[config.mk]
export PLATFORM = sky130hd
export DESIGN_NAME = ctrl_pipe
export DESIGN_NICKNAME = d
export VERILOG_FILES = /design/src/rtl/ctrl_pipe.sv
export SDC_FILE = /design/constraint.sdc
export NUM_CORES = 1
export LEC_CHECK = 0
export BUFFER_PORTS_ARGS = -buffer_cell sky130_fd_sc_hd__buf_2
export CAP_MARGIN = 20
export CORE_MARGIN = 8
export CORE_UTILIZATION = 42
export DETAILED_ROUTE_END_ITERATION = 10
export GPL_TIMING_DRIVEN = 0
export MAX_ROUTING_LAYER = met4
export PLACE_DENSITY_LB_ADDON = 0.12
export SYNTH_ARGS = -nofsm -noshare
export SYNTH_HDL_FRONTEND = slang
export SYNTH_SLANG_ARGS = --single-unit
[constraint.sdc]
create_clock -name clk -period 1.9 [get_ports clk]
set_clock_uncertainty 0.05 [all_clocks]
set_input_delay 0.19 -clock clk [delete_from_list [all_inputs] [get_ports clk]]
set_output_delay 0.19 -clock clk [all_outputs]
set_load 0.05 [all_outputs]
[src/rtl/ctrl_pipe.sv]
// RV32I decode plus a STAGES-deep control pipeline with valid/stall/flush and load-use bubbles.
// One-cycle decode-to-stage-0 latency; stall_in freezes every stage, and hazards or flushes refuse ID.
package rv32i_types;
  localparam logic [6:0] op_lui   = 7'b0110111;
  localparam logic [6:0] op_auipc = 7'b0010111;
  localparam logic [6:0] op_jal   = 7'b1101111;
  localparam logic [6:0] op_jalr  = 7'b1100111;
  localparam logic [6:0] op_br    = 7'b1100011;
  localparam logic [6:0] op_load  = 7'b0000011;
  localparam logic [6:0] op_store = 7'b0100011;
  localparam logic [6:0] op_imm   = 7'b0010011;
  localparam logic [6:0] op_reg   = 7'b0110011;

  localparam logic [2:0] alu_add = 3'b000;
  localparam logic [2:0] alu_sll = 3'b001;
  localparam logic [2:0] alu_sra = 3'b010;
  localparam logic [2:0] alu_sub = 3'b011;
  localparam logic [2:0] alu_xor = 3'b100;
  localparam logic [2:0] alu_srl = 3'b101;
  localparam logic [2:0] alu_or  = 3'b110;
  localparam logic [2:0] alu_and = 3'b111;

  localparam logic [2:0] f3_add  = 3'b000;
  localparam logic [2:0] f3_slt  = 3'b010;
  localparam logic [2:0] f3_sltu = 3'b011;
  localparam logic [2:0] f3_sr   = 3'b101;

  localparam logic [2:0] br_blt  = 3'b100;
  localparam logic [2:0] br_bltu = 3'b110;

  localparam logic       mux1_rs1 = 1'b0;
  localparam logic       mux1_pc  = 1'b1;

  localparam logic [2:0] mux2_i_imm = 3'd0;
  localparam logic [2:0] mux2_u_imm = 3'd1;
  localparam logic [2:0] mux2_b_imm = 3'd2;
  localparam logic [2:0] mux2_s_imm = 3'd3;
  localparam logic [2:0] mux2_j_imm = 3'd4;
  localparam logic [2:0] mux2_rs2   = 3'd5;

  localparam logic [2:0] rf_alu_out  = 3'd0;
  localparam logic [2:0] rf_br_en    = 3'd1;
  localparam logic [2:0] rf_u_imm    = 3'd2;
  localparam logic [2:0] rf_load     = 3'd3;
  localparam logic [2:0] rf_pc_plus4 = 3'd4;

  typedef struct packed {
    logic [6:0] opcode;
    logic [2:0] aluop;
    logic [2:0] cmpop;
    logic       alumux1_sel;
    logic [2:0] alumux2_sel;
    logic       cmpmux_sel;
    logic       pcmux_sel;
    logic [2:0] regfilemux_sel;
    logic [2:0] funct3;
    logic       is_branch;
    logic       mem_read;
    logic       mem_write;
    logic       load_regfile;
  } rv32i_control_word;
endpackage

module ctrl_pipe
  import rv32i_types::*;
#(
  parameter int STAGES       = 3,
  parameter bit RS_BYPASS_X0 = 1'b1
) (
  input  logic                  clk,
  input  logic                  rst_n,
  input  logic                  id_valid,
  input  logic [31:0]           id_instr,
  input  logic                  stall_in,
  input  logic                  flush,
  output logic                  id_ready,
  output logic                  hazard_stall,
  output logic                  illegal,
  output rv32i_control_word     ex_ctrl,
  output logic [STAGES-1:0]     stage_valid,
  output logic [5*STAGES-1:0]   stage_rd,
  output logic [STAGES-1:0]     stage_wr
);

  logic [6:0] id_opc;
  logic [2:0] id_f3;
  logic [6:0] id_f7;
  logic [4:0] id_rd, id_rs1, id_rs2;
  assign id_opc = id_instr[6:0];
  assign id_rd  = id_instr[11:7];
  assign id_f3  = id_instr[14:12];
  assign id_rs1 = id_instr[19:15];
  assign id_rs2 = id_instr[24:20];
  assign id_f7  = id_instr[31:25];

  rv32i_control_word dec;
  logic dec_ill, use_rs1, use_rs2, is_reg;

  always_comb begin
    dec          = '0;
    dec_ill      = 1'b0;
    use_rs1      = 1'b0;
    use_rs2      = 1'b0;
    is_reg       = (id_opc == op_reg);
    dec.opcode   = id_opc;
    dec.funct3   = id_f3;
    case (id_opc)
      op_lui: begin
        dec.alumux2_sel = mux2_u_imm; dec.regfilemux_sel = rf_u_imm; dec.load_regfile = 1'b1;
      end
      op_auipc: begin
        dec.alumux1_sel = mux1_pc; dec.alumux2_sel = mux2_u_imm; dec.load_regfile = 1'b1;
      end
      op_jal: begin
        dec.alumux1_sel = mux1_pc; dec.alumux2_sel = mux2_j_imm; dec.pcmux_sel = 1'b1;
        dec.regfilemux_sel = rf_pc_plus4; dec.load_regfile = 1'b1;
      end
      op_jalr: begin
        dec.alumux1_sel = mux1_rs1; dec.alumux2_sel = mux2_i_imm; dec.pcmux_sel = 1'b1;
        dec.regfilemux_sel = rf_pc_plus4; dec.load_regfile = 1'b1; use_rs1 = 1'b1;
      end
      op_br: begin
        dec.is_branch = 1'b1; dec.cmpop = id_f3; dec.alumux1_sel = mux1_pc;
        dec.alumux2_sel = mux2_b_imm; use_rs1 = 1'b1; use_rs2 = 1'b1;
      end
      op_load: begin
        dec.alumux2_sel = mux2_i_imm; dec.mem_read = 1'b1; dec.regfilemux_sel = rf_load;
        dec.load_regfile = 1'b1; use_rs1 = 1'b1;
      end
      op_store: begin
        dec.alumux2_sel = mux2_s_imm; dec.mem_write = 1'b1; use_rs1 = 1'b1; use_rs2 = 1'b1;
      end
      op_imm, op_reg: begin
        // op_imm shifts carry the same funct7 in imm[11:5], so SRAI decodes like SRA
        dec_ill            = is_reg && (id_f7 != 7'b0000000) && (id_f7 != 7'b0100000);
        dec.aluop          = id_f3;
        dec.alumux2_sel    = is_reg ? mux2_rs2 : mux2_i_imm;
        dec.regfilemux_sel = rf_alu_out;
        dec.load_regfile   = 1'b1;
        use_rs1            = 1'b1;
        use_rs2            = is_reg;
        if (id_f3 == f3_add && is_reg && id_f7[5]) dec.aluop = alu_sub;
        if (id_f3 == f3_sr && id_f7[5])            dec.aluop = alu_sra;
        if (id_f3 == f3_slt || id_f3 == f3_sltu) begin
          dec.cmpop          = (id_f3 == f3_slt) ? br_blt : br_bltu;
          dec.cmpmux_sel     = ~is_reg;
          dec.regfilemux_sel = rf_br_en;
        end
      end
      default: dec_ill = 1'b1;
    endcase
    if (dec_ill) begin
      dec     = '0;
      use_rs1 = 1'b0;
      use_rs2 = 1'b0;
    end
    if (id_rd == 5'd0) dec.load_regfile = 1'b0;
  end

  logic [STAGES-1:0]      vld_q, vld_d, lr_q, lr_d;
  logic [STAGES-1:0][4:0] rd_q, rd_d;
  rv32i_control_word      ctrl0_q, ctrl0_d;
  logic                   ill_q, ill_d;
  logic                   hit_rs1, hit_rs2, accept;

  always_comb begin
    hit_rs1      = use_rs1 && (id_rs1 == rd_q[0]) && !(RS_BYPASS_X0 && id_rs1 == 5'd0);
    hit_rs2      = use_rs2 && (id_rs2 == rd_q[0]) && !(RS_BYPASS_X0 && id_rs2 == 5'd0);
    hazard_stall = id_valid && vld_q[0] && ctrl0_q.mem_read && (hit_rs1 || hit_rs2);
    id_ready     = !stall_in && !hazard_stall && !flush;
    accept       = id_valid && id_ready;
  end

  always_comb begin
    vld_d   = vld_q;
    lr_d    = lr_q;
    rd_d    = rd_q;
    ctrl0_d = ctrl0_q;
    ill_d   = ill_q;
    if (!stall_in) begin
      for (int k = STAGES - 1; k > 0; k--) begin
        vld_d[k] = vld_q[k-1];
        lr_d[k]  = lr_q[k-1];
        rd_d[k]  = rd_q[k-1];
      end
      // bubbles (hazard, flush, idle ID) enter stage 0 as all-zero entries
      vld_d[0] = accept;
      lr_d[0]  = accept && dec.load_regfile;
      rd_d[0]  = accept ? id_rd : 5'd0;
      ctrl0_d  = accept ? dec : '0;
      ill_d    = accept && dec_ill;
    end
  end

  always_ff @(posedge clk) begin
    if (!rst_n) begin
      vld_q   <= '0;
      lr_q    <= '0;
      rd_q    <= '0;
      ctrl0_q <= '0;
      ill_q   <= 1'b0;
    end else begin
      vld_q   <= vld_d;
      lr_q    <= lr_d;
      rd_q    <= rd_d;
      ctrl0_q <= ctrl0_d;
      ill_q   <= ill_d;
    end
  end

  assign ex_ctrl     = ctrl0_q;
  assign illegal     = vld_q[0] && ill_q;
  assign stage_valid = vld_q;
  assign stage_rd    = rd_q;
  assign stage_wr    = vld_q & lr_q;

endmodule

# Word-level counts from Yosys, hierarchy flattened

Cells that the tools add are included.

Bits in registers: 51
Output and inout port bits: 53
Input bits: 37

Bitwise operators: 2
Equality and inequality tests: 15
Multiplexer cells: 27
Reductions and logical operators: 38

Operators with widths:

| kind                                                   | count |
|---|---|
| two-way mux 29 bit                                     | 2 |
| equality test 7 x 6 -> 1 bit (second input constant)   | 3 |
| equality test 7 bit (second input constant)            | 3 |
| logical AND 1 bit                                      | 18 |
| logical NOT 5 bit                                      | 3 |
| two-way mux 3 bit                                      | 5 |
| one-hot mux 3 bit (5 select lines)                     | 1 |
| equality test 7 x 5 -> 1 bit (second input constant)   | 2 |
| OR reduction 7 bit                                     | 2 |
| two-way mux 1 bit                                      | 13 |
| one-hot mux 3 bit (4 select lines)                     | 1 |
| equality test 5 bit                                    | 2 |
| OR reduction 2 bit                                     | 4 |
| equality test 7 x 2 -> 1 bit (second input constant)   | 1 |
| inequality test 7 x 6 -> 1 bit (second input constant) | 1 |
| nonzero test 7 bit                                     | 1 |
| equality test 3 x 2 -> 1 bit (second input constant)   | 2 |
| one-hot mux 3 bit (2 select lines)                     | 1 |
| OR reduction 6 bit                                     | 1 |
| logical NOT 1 bit                                      | 5 |
| two-way mux 5 bit                                      | 1 |
| one-hot mux 1 bit (2 select lines)                     | 2 |
| bitwise AND 3 bit                                      | 1 |
| equality test 3 bit (second input constant)            | 1 |
| other kinds (5)                                        | 6 |

# Logic depth before layout (Yosys ltp)

Gate-level depths: netlist of the first run.

Depth in word-level cells: 14
Mapped depth: 7
Mapped depth without buffers: 5

# Worst setup path after synthesis of the first run

No wires, ideal clock.

Path type: reg-to-output
Start: reg rd_q (netlist bit stage_rd[4])
End: out id_ready
Buffers on the path: 0
Data arrival time: 2.495 ns
Slack: -0.835 ns
Cell stages (with the launch flop): 6
Required time: 1.660 ns
Path through: dfxtp_1 > xor2_1 > a2111oi_0 > nand4_1 > a21oi_2 > nor3_1

Word-level cells in the longest chain between the ends: 8
Elaborated cells between the ends (all ways): 11
Those cells by class: eq/ne: 2; reduce/logical: 9

Ends and longest elaborated chain:

| item                                              | RTL line | text |
|---|---|---|
| start: declaration                                | 161      | `logic [STAGES-1:0][4:0] rd_q, rd_d;` |
| start signal: assignment                          | 205      | `rd_q <= rd_d;` |
| equality test 5 bit (on tied branches)            | 167, 168 |  |
| logical AND 1 bit (on tied branches) (2 in a row) | 167, 168 |  |
| logical OR 1 bit *                                | 169      | `hazard_stall = id_valid && vld_q[0] && ctrl0_q.mem_read && (hit_rs1 \|\| hit_rs2);` |
| logical AND 1 bit *                               | 169      |  |
| net hazard_stall                                  | 77       | `output logic hazard_stall,` |
| logical NOT 1 bit *                               | 170      | `id_ready = !stall_in && !hazard_stall && !flush;` |
| logical AND 1 bit * (2 in a row)                  | 170      |  |
| end: declaration                                  | 76       | `output logic id_ready,` |

The timed path passes the listed nets; every way through them passes the cells marked *.

# Worst setup path in the final report of the first run

Start: reg rd_q (netlist bit stage_rd[1])
End: out id_ready

Word-level cells in the longest chain between the ends: 8
Elaborated cells between the ends (all ways): 11
Those cells by class: eq/ne: 2; reduce/logical: 9

Ends and longest elaborated chain:

| item                                              | RTL line |
|---|---|
| equality test 5 bit (on tied branches)            | 167, 168 |
| logical AND 1 bit (on tied branches) (2 in a row) | 167, 168 |
| logical OR 1 bit *                                | 169 |
| logical AND 1 bit *                               | 169 |
| logical NOT 1 bit *                               | 170 |
| logical AND 1 bit * (2 in a row)                  | 170 |

Mark *: on every way between the ends. The rest lies on a longest branch, timed or not.

==> flow_summary.toml, run 1 <==
[synthesis]
syn_inst = 284
syn_avg_cell_area_um2 = 8.410
synth.distinct_cells = 48
synth_ff_type = "dfxtp_1"
synth-seq-cells = 50
yosysSeqAreaShare_pct = 41.91
ys_warn_count = 0
synth_edf_count = 0
yosys-top-cells-area = "dfxtp_1, nand2_1, mux2i_1"
synth_nets = 321
synth_top_area_cell = "dfxtp_1"
async_flop_share_pct = 0
synth_top_area_share_pct = 41.91
netlist_area_um2 = 2389

[flow_run]
maxCapViolations = 0

[setup_path]
critPathArrivalTime_ns = 1.92
critPathMaxFanout = 6
crit_cells = 6
path_class = "reg -> out"
cp_slowest_cell = "dfxtp_4"
critical_path.cell_chain = "xor2_4 -> a2111oi_4 -> nand4_1 -> a21oi_4 -> nor3_4 -> buf_6"
rr_worst_depth = 7
critPathLaunchType = "flop"
crit_family = "compound AO/OA/AOI/OAI gates"
slowest_delay_ns = 0.38
worstPathRequired_ns = 1.66
cp-end-kind = "output pin"
critPathBufInv = 1

[global_routing]
grt_overflow_total = 0
grt_max_degree = 16
grt_pass1_vias = 2350
grtUsageTotal_pct = 17.10
antenna_found_initial = 0
grt_pass1_wl_um = 11470

[die]
start_util_pct = 43.38
rows = 27
ios = 90
fp.dieW_um = 91.41
dieArea_um2 = 8356
coreArea_um2 = 5507
die_y_um = 91.41

[detailed_routing]
routedWlPerCell_um = 15.59
via_per_inst = 5.175
dr.first_iter.drc_count = 129
num_vias = 2396
drc = 0
dr.pass1.iters = 4
drt-total-wl_um = 7218
postRouteAntennaNets = 0

[timing]
rsz0062_at_grt = "true"
timing.fmax_ghz = 0.4632
drv_slew = 0
worst_pin_slew_ns = 0.6024
setup_tns_ns = -0.5040
final.setup.worst_slack_ns = -0.2589
setup_viol = 2
holdWs_ns = 0.06046
relSlewSlack_pct = 59.74
fin_crit_ns = 2.159
hold_viol_final = 0
finalCritPeriodShare_pct = 113.6

[finish]
synthToLayoutAreaGrowth_pct = 35.73
layout-drive-gt1-share_pct = 34.53
n_antenna_cell = 0
layout_commonest_cell = "buf_2"
final_cells = 463
nFillCells = 532
utilization_pct = 58.87
final_cell_mix = "buf_2, nand2_1, dfxtp_1"
design_area_um2 = 3242
fin_nets = 427

[cts]
cts_made_buffers = 5
clk_path_buf_depth = 2
path_clk_slew_ns = 0.09
clock_sinks = 50
cts_hold_buf = 0
cts_tree = "yes"
h-tree-depth = 2
ctsRootBufferMaster = "clkbuf_8"
clock_latency_ns = 0.30

[pwr]
pwr-share-comb_pct = 13.7
clockPowerShare_pct = 34.0
p_leak_nw = 1.416
switching_power_uw = 535.6
seqPwrFrac_pct = 52.3
peakVddDrop_v = 0.0003935
p_total_mw = 2.037
powerDensity_nw_per_um2 = 628.3
intPower_mw = 1.501
p_sw_share_pct = 26.29

[worst_hold_path]
min_path_type = "in -> reg"
hold_depth = 3

[placement]
port_buffers = 88
gp_congestion = 0.8194
place_area_um2 = 2953
placed_cells_incl_taps = 444
dp_hpwl_um = 5433
preCtsSetupSlack_ns = -0.3814

[run_status]
violations = "negative setup slack"
status = "complete, but fails checks"
layout make-up:
type / instances / area [um2] / share of cell area, %
multi-input combinational: 212 / 1375 / 42.42
clock inverter: 1 / 7.507 / 0.2316
sequential: 50 / 1016 / 31.34
clock buffer: 7 / 97.59 / 3.010
tap: 72 / 90.09 / 2.779
timing repair buffer: 99 / 535.5 / 16.52
buffer: 19 / 108.9 / 3.358
inverter: 3 / 11.26 / 0.3474
registers in the layout, indices dropped and copies added, names as in the netlist:
register and cells:
lr_q 2, stage_valid 3, ex_ctrl 29, ill_q 1
stage_rd 15
cells by family after synthesis:
family	Yosys count	share of synthesized area (%)
mux	14	5.867
xor+xnor	7	2.567
flops	50	41.91
buf+inv	22	4.296
compound gates	59	15.98
simple gates	132	29.39
final timing paths:
path | end | slack, ns | start
worst max-delay path | id_ready | -0.26 | stage_rd[1]
worst min-delay path | stage_rd[3] | 0.06 | id_instr[10]
worst max register to register | stage_rd[0] | 0 | stage_rd[1]
worst min register to register | ex_ctrl[15] | 0.40 | ex_ctrl[15]
worst min-delay path: cells and delay by family:
family                 cells  cell delay [ns]
AOI/OAI and AO/OA          1             0.05
buffers and inverters      1             0.10
and+or+nand+nor            1             0.05
cells in the mapped netlist, types with 4 or more instances:
cell type,number
nand2_1,58
dfxtp_1,50
nor2b_1,21
o21ai_0,17
o21ai_1,15
mux2i_1,14
clkbuf_1,10
nor2_1,8
o31ai_1,8
buf_2,7
xor2_1,7
and2_1,6
nand3_1,5
nand4_1,5
nor4_1,4
nor4bb_1,4
metal layers:
metal	up-vias	part of all wire, %	GRT usage (%)	wire length (um)
met5	-	0	-	0
met4	0	1.6	6.139	114
met3	11	5.3	3.951	381
met2	64	48	27.91	3449
met1	1115	45	20.00	3272
li1	1206	-	-	-
timing repair:
item,in CTS,in global routing
endpoints found under the setup margin,25,29
buffers inserted,4,6
pin swaps,6,6
resized for setup,13,11
gates cloned,0,1
power by group through the flow:
stage	registers, mW	clock network (mW)	logic (mW)
finish	1.06	0.693	0.280
global route	1.07	0.758	0.302
CTS	1.06	0.715	0.264
detailed placement	1.09	0	0.250
global placement	1.09	0	0.248
floorplan	1.11	0	0.130
(Power assumes the default switching activity.)
==> run 2: changes to the inputs <==
--- a/config.mk
+++ b/config.mk
@@ -7,12 +7,16 @@
 export LEC_CHECK = 0
 export BUFFER_PORTS_ARGS = -buffer_cell sky130_fd_sc_hd__buf_2
 export CAP_MARGIN = 20
+export CELL_PAD_IN_SITES_DETAIL_PLACEMENT = 0
+export CELL_PAD_IN_SITES_GLOBAL_PLACEMENT = 1
+export CORE_ASPECT_RATIO = 2
 export CORE_MARGIN = 8
-export CORE_UTILIZATION = 42
+export CORE_UTILIZATION = 35
 export DETAILED_ROUTE_END_ITERATION = 10
 export GPL_TIMING_DRIVEN = 0
 export MAX_ROUTING_LAYER = met4
 export PLACE_DENSITY_LB_ADDON = 0.12
+export SKIP_LAST_GASP = 1
 export SYNTH_ARGS = -nofsm -noshare
 export SYNTH_HDL_FRONTEND = slang
 export SYNTH_SLANG_ARGS = --single-unit
==> flow_summary.toml, run 2 (same netlist as run 1, synthesis figures left out) <==
[timing]
timing.fmax_ghz = 0.4696
fin_crit_ns = 2.130
rsz0062_at_grt = "true"
drv_slew = 0
worst_pin_slew_ns = 0.6499
setup_viol = 2
relSlewSlack_pct = 56.57
finalCritPeriodShare_pct = 112.1
final.setup.worst_slack_ns = -0.2297
hold_viol_final = 0

[global_routing]
antenna_found_initial = 0
grtUsageTotal_pct = 16.23
grt_max_degree = 15
grt_pass1_wl_um = 12030
grt_overflow_total = 0
grt_pass1_vias = 2357

[cts]
clock_sinks = 50
h-tree-depth = 2
cts_tree = "yes"
ctsRootBufferMaster = "clkbuf_16"
path_clk_slew_ns = 0.06
clock_latency_ns = 0.28
cts_made_buffers = 5
cts_hold_buf = 0
clk_path_buf_depth = 2

[finish]
layout-drive-gt1-share_pct = 35.14
n_antenna_cell = 0
layout_commonest_cell = "buf_2"
synthToLayoutAreaGrowth_pct = 37.82
utilization_pct = 49.72
final_cell_mix = "buf_2, nand2_1, dfxtp_1"
fin_nets = 423
final_cells = 475
largest_reg_flops = 29

[pwr]
powerDensity_nw_per_um2 = 678.9
intPower_mw = 1.682
pwr-share-comb_pct = 12.5
peakVddDrop_v = 0.0005228
switching_power_uw = 552.7
seqPwrFrac_pct = 47.7
clockPowerShare_pct = 39.8
p_leak_nw = 1.423
p_sw_share_pct = 24.73

[detailed_routing]
dr.first_iter.drc_count = 115
postRouteAntennaNets = 0
drc = 0
routedWlPerCell_um = 16.37
dr.pass1.iters = 4
num_vias = 2384
drt-total-wl_um = 7775
via_per_inst = 5.019

[placement]
placed_cells_incl_taps = 460
port_buffers = 88
dp_hpwl_um = 6192
gp_congestion = 0.8565

[setup_path]
worstPathRequired_ns = 1.66
critPathMaxFanout = 6
critPathArrivalTime_ns = 1.89
cp-end-kind = "output pin"
critPathLaunchType = "flop"
path_class = "reg -> out"

[die]
start_util_pct = 36.07
die_y_um = 132.8
coreArea_um2 = 6621
ios = 90
fp.dieW_um = 74.42
dieArea_um2 = 9885
rows = 42

[run_status]
status = "complete, but fails checks"
violations = "negative setup slack"

[flow_run]
maxCapViolations = 0

[worst_hold_path]
min_path_type = "in -> reg"
[run 2: cell types whose count changed in the layout (fill, tap and decap cells not counted), moves of 4 or more]
cell       delta
buf_4         -5
clkbuf_8      -4
clkbuf_16     +4
o21ai_0       -5
o21ai_2       +5
[run 2: worst max-delay path: stages (launching register included)]
cell and delay, ns:
dfxtp_4 0.38, xor2_4 0.16, a2111oi_4 0.31, nand4_1 0.21, a21oi_4 0.32, nor3_4 0.06, buf_6 0.16
[run 2: cell type report]
| class | count | area (um2) |
|---|---|---|
| Sequential cell | 50 | 1016 |
| Tap cell | 88 | 110.1 |
| Clock buffer | 7 | 142.6 |
| Inverter | 3 | 11.26 |
| Timing Repair Buffer | 95 | 503.0 |
| Multi-Input combinational cell | 212 | 1400 |
| Fill cell | 712 | 3329 |
| Buffer | 19 | 103.9 |
| Clock inverter | 1 | 5.005 |
[run 2: power groups by stage]
| stage | Combinational (mW) | Clock (mW) | Sequential, mW |
|---|---|---|---|
| 2_1_floorplan | 0.130 | 0 | 1.11 |
| 3_3_place_gp | 0.257 | 0 | 1.09 |
| 3_5_place_dp | 0.258 | 0 | 1.09 |
| 5_1_grt | 0.305 | 0.967 | 1.07 |
| 4_1_cts | 0.272 | 0.922 | 1.06 |
| 6_report | 0.280 | 0.890 | 1.07 |
[run 2: path summary, 6_finish.rpt]
check / start / to / slack [ns] / cells after the start
min: id_instr[8] / stage_rd[1] / 0.09 / 3
max: stage_rd[1] / id_ready / -0.23 / 6
min reg2reg: ex_ctrl[22] / ex_ctrl[22] / 0.39 / 2
max reg2reg: stage_rd[1] / stage_rd[2] / 0.10 / 6
[run 2: metal layers]
layer  share of wire (%)  routed length, um  track usage (%)  vias to the layer above
met1                  37               2860            16.31                     1098
li1                    -                  -                -                     1202
met5                   0                  0                -                        -
met3                 5.7                440            3.028                       13
met2                  55               4278            28.63                       71
met4                 2.5                196            7.253                        0
[run 2: repair_timing]
action                                  in CTS  in global routing
resized for setup                           13                 17
setup buffers                                5                  2
pin swaps                                    6                  5
cloned                                       0                  1
endpoints found under the setup margin      22                 29
[run 2: metrics by stage]
| stage | power [mW] | setup slack, ns | instance area, um2 | TNS (ns) | hold WS, ns |
|---|---|---|---|---|---|
| 2_1_floorplan | 1.245 | -0.1592 | 2422 | -0.3805 | 0.2624 |
| 3_3_place_gp | 1.346 | -0.5168 | 2973 | -3.585 | 0.3826 |
| 3_5_place_dp | 1.347 | -0.5133 | 2973 | -4.178 | 0.3887 |
| 4_1_cts | 2.259 | -0.2365 | 3211 | -0.4623 | 0.08521 |
| 5_1_grt | 2.339 | -0.3296 | 3292 | -0.6437 | 0.09356 |
| 6_report | 2.235 | -0.2297 | 3292 | -0.4477 | 0.09033 |
